File: src/rtl/decode_issue_ctrl_if.sv
// rtl/decode_issue_ctrl_if.sv - fetch/execute handshake bundle for decode_issue_ctrl
interface decode_issue_ctrl_if;
   logic        if_valid;
   logic        if_ready;
   logic [31:0] if_inst;
   logic [31:0] if_pc;
   logic        flush;
   logic        ex_valid;
   logic        ex_ready;
   logic [31:0] ex_pc;
   logic [6:0]  ex_opcode;
   logic [4:0]  ex_rd;
   logic [4:0]  ex_rs1;
   logic [4:0]  ex_rs2;
   logic [2:0]  ex_funct3;
   logic [6:0]  ex_funct7;
   logic [11:0] ex_imm;
   logic [2:0]  ex_imm_funct3;
   logic        ex_illegal;
   logic [31:0] issue_count;

   modport master (
      output if_valid, if_inst, if_pc, flush, ex_ready,
      input  if_ready, ex_valid, ex_pc, ex_opcode, ex_rd, ex_rs1, ex_rs2,
             ex_funct3, ex_funct7, ex_imm, ex_imm_funct3, ex_illegal, issue_count
   );

   modport slave (
      input  if_valid, if_inst, if_pc, flush, ex_ready,
      output if_ready, ex_valid, ex_pc, ex_opcode, ex_rd, ex_rs1, ex_rs2,
             ex_funct3, ex_funct7, ex_imm, ex_imm_funct3, ex_illegal, issue_count
   );
endinterface

File: src/rtl/decode_issue_ctrl.sv
// rtl/decode_issue_ctrl.sv - two-entry decode/issue queue between fetch and execute
module decode_issue_ctrl #(
   parameter int DEPTH = 2
) (
   input logic               clk,
   input logic               rst,
   decode_issue_ctrl_if.slave bus
);
   localparam logic [1:0] FULL = 2'(DEPTH);

   typedef struct packed {
      logic [31:0] pc;
      logic [6:0]  opcode;
      logic [4:0]  rd;
      logic [4:0]  rs1;
      logic [4:0]  rs2;
      logic [2:0]  funct3;
      logic [6:0]  funct7;
      logic [11:0] imm;
      logic [2:0]  imm_funct3;
      logic        illegal;
   } entry_t;

   entry_t      mem_q [DEPTH];
   entry_t      mem_d [DEPTH];
   logic        wr_ptr_q, wr_ptr_d;
   logic        rd_ptr_q, rd_ptr_d;
   logic [1:0]  count_q, count_d;
   logic [31:0] issue_count_q, issue_count_d;

   entry_t      entry_in;
   entry_t      head;
   logic        push;
   logic        pop;

   always_comb begin
      entry_in            = '0;
      entry_in.pc         = bus.if_pc;
      entry_in.opcode     = bus.if_inst[6:0];
      entry_in.rd         = bus.if_inst[11:7];
      entry_in.rs1        = bus.if_inst[19:15];
      entry_in.rs2        = bus.if_inst[24:20];
      entry_in.funct3     = bus.if_inst[14:12];
      entry_in.funct7     = bus.if_inst[31:25];
      // Only I-ALU ops may steer the immediate generator into its shamt/SLTIU paths.
      entry_in.imm_funct3 = (bus.if_inst[6:0] == 7'b0010011) ? bus.if_inst[14:12] : 3'b000;
      case (bus.if_inst[6:0])
         7'b0010011, 7'b0000011, 7'b1100111: entry_in.imm = bus.if_inst[31:20];
         7'b0100011: entry_in.imm = {bus.if_inst[31:25], bus.if_inst[11:7]};
         7'b1100011: entry_in.imm = {bus.if_inst[31], bus.if_inst[7],
                                     bus.if_inst[30:25], bus.if_inst[11:8]};
         7'b0110011: entry_in.imm = 12'h000;
         default:    entry_in.illegal = 1'b1;
      endcase
   end

   assign push = bus.if_valid && (count_q != FULL) && !bus.flush;
   assign pop  = (count_q != 2'd0) && bus.ex_ready;

   always_comb begin
      mem_d         = mem_q;
      wr_ptr_d      = wr_ptr_q ^ push;
      rd_ptr_d      = rd_ptr_q ^ pop;
      count_d       = count_q + {1'b0, push} - {1'b0, pop};
      issue_count_d = issue_count_q + {31'd0, pop};
      if (push) begin
         mem_d[wr_ptr_q] = entry_in;
      end
      // A head popped in the flush cycle still counts; everything else is discarded.
      if (bus.flush) begin
         wr_ptr_d = 1'b0;
         rd_ptr_d = 1'b0;
         count_d  = 2'd0;
      end
   end

   always_ff @(posedge clk) begin
      if (rst) begin
         mem_q         <= '{default: '0};
         wr_ptr_q      <= 1'b0;
         rd_ptr_q      <= 1'b0;
         count_q       <= 2'd0;
         issue_count_q <= 32'd0;
      end else begin
         mem_q         <= mem_d;
         wr_ptr_q      <= wr_ptr_d;
         rd_ptr_q      <= rd_ptr_d;
         count_q       <= count_d;
         issue_count_q <= issue_count_d;
      end
   end

   always_comb begin
      head = '0;
      if (count_q != 2'd0) begin
         head = mem_q[rd_ptr_q];
      end
   end

   assign bus.if_ready      = (count_q != FULL);
   assign bus.ex_valid      = (count_q != 2'd0);
   assign bus.ex_pc         = head.pc;
   assign bus.ex_opcode     = head.opcode;
   assign bus.ex_rd         = head.rd;
   assign bus.ex_rs1        = head.rs1;
   assign bus.ex_rs2        = head.rs2;
   assign bus.ex_funct3     = head.funct3;
   assign bus.ex_funct7     = head.funct7;
   assign bus.ex_imm        = head.imm;
   assign bus.ex_imm_funct3 = head.imm_funct3;
   assign bus.ex_illegal    = head.illegal;
   assign bus.issue_count   = issue_count_q;
endmodule

File: src/flat_wrapper.sv
// flat-port wrapper written by rule: the top's interface ports become plain ports
module decode_issue_ctrl_flat 
#(
   parameter int DEPTH = 2
)
  (clk, rst, bus_if_valid, bus_if_inst, bus_if_pc, bus_flush, bus_ex_ready, bus_if_ready, bus_ex_valid, bus_ex_pc, bus_ex_opcode, bus_ex_rd, bus_ex_rs1, bus_ex_rs2, bus_ex_funct3, bus_ex_funct7, bus_ex_imm, bus_ex_imm_funct3, bus_ex_illegal, bus_issue_count);
  decode_issue_ctrl_if bus_i ();
  input logic clk;
  input logic rst;
  input wire logic [$bits(bus_i.if_valid)-1:0] bus_if_valid;
  input wire logic [$bits(bus_i.if_inst)-1:0] bus_if_inst;
  input wire logic [$bits(bus_i.if_pc)-1:0] bus_if_pc;
  input wire logic [$bits(bus_i.flush)-1:0] bus_flush;
  input wire logic [$bits(bus_i.ex_ready)-1:0] bus_ex_ready;
  output wire logic [$bits(bus_i.if_ready)-1:0] bus_if_ready;
  output wire logic [$bits(bus_i.ex_valid)-1:0] bus_ex_valid;
  output wire logic [$bits(bus_i.ex_pc)-1:0] bus_ex_pc;
  output wire logic [$bits(bus_i.ex_opcode)-1:0] bus_ex_opcode;
  output wire logic [$bits(bus_i.ex_rd)-1:0] bus_ex_rd;
  output wire logic [$bits(bus_i.ex_rs1)-1:0] bus_ex_rs1;
  output wire logic [$bits(bus_i.ex_rs2)-1:0] bus_ex_rs2;
  output wire logic [$bits(bus_i.ex_funct3)-1:0] bus_ex_funct3;
  output wire logic [$bits(bus_i.ex_funct7)-1:0] bus_ex_funct7;
  output wire logic [$bits(bus_i.ex_imm)-1:0] bus_ex_imm;
  output wire logic [$bits(bus_i.ex_imm_funct3)-1:0] bus_ex_imm_funct3;
  output wire logic [$bits(bus_i.ex_illegal)-1:0] bus_ex_illegal;
  output wire logic [$bits(bus_i.issue_count)-1:0] bus_issue_count;
  assign bus_i.if_valid = bus_if_valid;
  assign bus_i.if_inst = bus_if_inst;
  assign bus_i.if_pc = bus_if_pc;
  assign bus_i.flush = bus_flush;
  assign bus_i.ex_ready = bus_ex_ready;
  assign bus_if_ready = bus_i.if_ready;
  assign bus_ex_valid = bus_i.ex_valid;
  assign bus_ex_pc = bus_i.ex_pc;
  assign bus_ex_opcode = bus_i.ex_opcode;
  assign bus_ex_rd = bus_i.ex_rd;
  assign bus_ex_rs1 = bus_i.ex_rs1;
  assign bus_ex_rs2 = bus_i.ex_rs2;
  assign bus_ex_funct3 = bus_i.ex_funct3;
  assign bus_ex_funct7 = bus_i.ex_funct7;
  assign bus_ex_imm = bus_i.ex_imm;
  assign bus_ex_imm_funct3 = bus_i.ex_imm_funct3;
  assign bus_ex_illegal = bus_i.ex_illegal;
  assign bus_issue_count = bus_i.issue_count;
  decode_issue_ctrl #(.DEPTH(DEPTH)) u_core (.clk(clk), .rst(rst), .bus(bus_i));
endmodule
File: config.mk
export PLATFORM = sky130hd
export DESIGN_NAME = decode_issue_ctrl_flat
export DESIGN_NICKNAME = d
export VERILOG_FILES = /design/src/rtl/decode_issue_ctrl_if.sv /design/src/rtl/decode_issue_ctrl.sv /design/src/flat_wrapper.sv
export SDC_FILE = /design/constraint.sdc
export NUM_CORES = 1
export LEC_CHECK = 0
export BUFFER_PORTS_ARGS = -buffer_cell sky130_fd_sc_hd__clkbuf_2
export CAP_MARGIN = 20
export CORE_ASPECT_RATIO = 1.4
export CORE_UTILIZATION = 33
export DETAILED_ROUTE_END_ITERATION = 8
export GPL_TIMING_DRIVEN = 0
export PLACE_DENSITY = 0.53
export SLEW_MARGIN = 20
export SYNTH_ARGS = -nofsm -noshare
export SYNTH_HDL_FRONTEND = slang
export SYNTH_SLANG_ARGS = --single-unit
File: constraint.sdc
create_clock -name clk -period 3.1 [get_ports clk]
set_clock_uncertainty 0.15 [all_clocks]
set_input_delay 0.93 -clock clk [delete_from_list [all_inputs] [get_ports clk]]
set_output_delay 0.93 -clock clk [all_outputs]
set_load 0.02 [all_outputs]
==> results.toml <==
[run_status]
outcome = "complete, no violations"

[global_routing]
grt_max_degree = 19
grt_pass1_wl_um = 38200
grt_pass1_vias = 6964
overflow = 0
grt_usage_pct = 18.3
antenna_found_initial = 1

[clock_network]
cts_setup_buffers = 0
cts_buffer_depth = 2
cts_buffers = 17
ctsResizeCount = 10
cts_tree = "yes"
cts_sinks = 196
path_clk_slew_ns = 0.07
clock_tree.root_cell = "clkbuf_16"
htree_levels = 4
insertion_delay_ns = 0.44
cts_hold_buffers = 0

[cells_and_area]
layoutNonFillerInstCount = 1479
syn_to_final_growth_pct = 22.3
nFillCells = 2703
fin_nets = 1216
seq_area_mm2 = 0.00393
n_antenna_cell = 0
fin_util_pct = 40.9
multi_input_area_mm2 = 0.00448
fin_area_mm2 = 0.0107
drive_gt1_share_pct = 22.8

[sta]
rsz0062_at_grt = "false"
setup_ws_ns = 0.136
finalHoldViolations = 0
setup-violations-final = 0
period_minus_slack_ns = 2.96
finalCritPeriodShare_pct = 95.6
worst_pin_slew_ns = 0.869
relSlewSlack_pct = 42.0
slew_violations = 0
max_freq_ghz = 0.337
whs_ns = 0.320

[critical_path]
cpLargestDelayFamily = "buffers and inverters"
endpoint_kind = "output port"
cpPeakStageDelay_ns = 0.42
worstPathArrival_ns = 1.88
worstRegToRegCells = 8
crit_chain = "nor2_4 > clkbuf_1 > nor2_1 > clkbuf_2"
start_kind = "flip-flop"
cpMaxStageDelayCell = "clkbuf_1"
r2r-start = "u_core.count_q[0]"
r2r-end = "u_core.mem_q[116]"
crit_fanout = 10
critPathKind = "reg2out"
r2r_slack_ns = 0.35
path_buf_inv = 2
crit_required_ns = 2.02

[synth]
yosysUniqueCellTypes = 42
synthesis.nets = 1017
ys_warn_count = 0
synth_ff_type = "dfxtp_1"
synth_edf_count = 0
async_reset_ff_share_pct = 0
avgSynthCellArea_um2 = 9.26
syn_area_mm2 = 0.00873
yosysSeqAreaShare_pct = 44.9
syn_inst = 943
yosys_register_bits = 196

[die]
fp.dieArea_mm2 = 0.0271
ios = 183
core_area_mm2 = 0.0261
rows = 70
die_h_um = 194
start_util_pct = 33.5
die_width_um = 139

[detailed_routing]
drtPass1Iterations = 5
ant_nets = 0
wire_per_inst_um = 16.5
vias_per_cell = 4.89
post-route-drc-count = 0
wl_um = 24400
drtIter0Drc = 276
via_count = 7238

[placed_design]
post-dp-hpwl_um = 18100
dp.cells = 1448
place.gp.congestion = 0.769
io_buffers = 181
place_area_mm2 = 0.0100
dp_slack_ns = -0.579

[power]
p_leak_nw = 4.02
p_per_area_mw_per_mm2 = 502
vdd_drop_max_uv = 391

[hold_path]
hold_start = "u_core.mem_q[83]"
min_to = "u_core.mem_q[83]"
holdPathStages = 2
hold_class = "reg2reg"

[flow_run]
cap_violations = 0
## registers in the layout, indices dropped and copies added (netlist names)
signal                  flops
u_core.mem_q              160
u_core.bus.issue_count     32
u_core.count_q              2
u_core.rd_ptr_q             1
u_core.wr_ptr_q             1
## stage by stage
step | power, mW | TNS, ns
2_1_floorplan | 2.91 | 0
3_3_place_gp | 3.07 | -43.46
3_5_place_dp | 3.07 | -50.13
4_1_cts | 5.42 | 0
5_1_grt | 5.56 | 0
6_report | 5.36 | 0
## Yosys cell counts, types with 5 or more instances
cell	number	share of area, %
a211oi_1	25	2.1
a21oi_1	25	1.4
a22oi_1	6	0.52
and4_1	5	0.50
buf_1	8	0.34
buf_2	20	1.1
clkbuf_1	39	1.7
dfxtp_1	196	45
ha_1	5	0.72
inv_1	10	0.43
mux2_2	8	1.0
mux2i_1	215	25
nand2_1	12	0.52
nand2b_1	6	0.43
nand3_1	15	0.86
nand4_1	8	0.57
nor2_1	256	11
nor2b_1	9	0.64
nor3_1	10	0.57
nor4_1	5	0.36
o21ai_0	6	0.34
o31ai_1	6	0.52
or3_1	6	0.43
or4_1	6	0.52
xor2_1	12	1.2
## worst max path at each step
stage,from,end,slack [ns],cells after the start
floorplan,bus_flush,u_core.mem_q[100],0.36,7
global placement,bus_flush,u_core.mem_q[99],-0.52,8
detailed placement,bus_flush,u_core.mem_q[100],-0.58,8
CTS,u_core.count_q[1],bus_ex_imm[4],0.04,4
global route,u_core.count_q[1],bus_ex_pc[27],0.003,4
finish,u_core.count_q[1],bus_ex_pc[27],0.14,4
## worst register-to-register path, stage by stage, from the launching register on
cell	delay, ns
dfxtp_1	0.44
nor2b_1	0.12
nor3b_1	0.37
ha_1	0.22
clkbuf_1	0.28
clkbuf_2	0.36
buf_2	0.39
mux2i_1	0.24
nor2_1	0.06
## power breakdown
| part | leakage [nW] | internal [mW] | switching (mW) |
|---|---|---|---|
| sequential | 1.59 | 2.58 | 0.0311 |
| clock | 0.294 | 1.29 | 1.06 |
| combinational | 2.14 | 0.155 | 0.244 |
| total | 4.02 | 4.03 | 1.33 |
## final cells by class
type	instances	area share [%]
flip-flops and latches	196	36.8
clock inverters	15	1.78
well taps	324	3.80
plain buffers	69	2.91
clock buffers	17	3.98
inverters	10	0.351
multi-input cells	667	41.9
repair buffers	181	8.48
## layer usage
| metal | GRT usage, % | vias up | share of wire, % |
|---|---|---|---|
| li1 | - | 3626 | - |
| met5 | 0 | - | 0.045 |
| met4 | 6.46 | 2 | 2.0 |
| met2 | 31.9 | 142 | 50 |
| met3 | 4.24 | 30 | 4.4 |
| met1 | 21.7 | 3438 | 44 |
## layout by cell type (no fill, tap or decap), drive strengths merged, types with 6 or more instances in the layout
cell	Yosys	final
nand4	10	10
nor2b	9	9
xor2	12	12
clkbuf	39	237
buf	31	30
dfxtp	196	196
a21oi	25	25
or4	6	6
nand2b	6	6
mux2i	215	215
nand2	12	12
o21ai	6	6
inv	10	17
mux2	8	8
nor3	12	12
a211oi	25	25
a22oi	6	6
or3	6	6
nor2	256	256
nand3	16	16
o31ai	6	6
## cell families after synthesis
logic type               count (synthesis)  synth area share, %
multiplexers                           223                 25.7
buffers and inverters                   80                 3.85
AO/OA/AOI/OAI                           71                 5.29
AND/OR/NAND/NOR                        354                 18.1
flip-flops                             196                 44.9
adder cells (fa/ha/maj)                  5                0.716
XOR/XNOR                                14                 1.40
No activity file was read; power rests on OpenSTA's default activity.
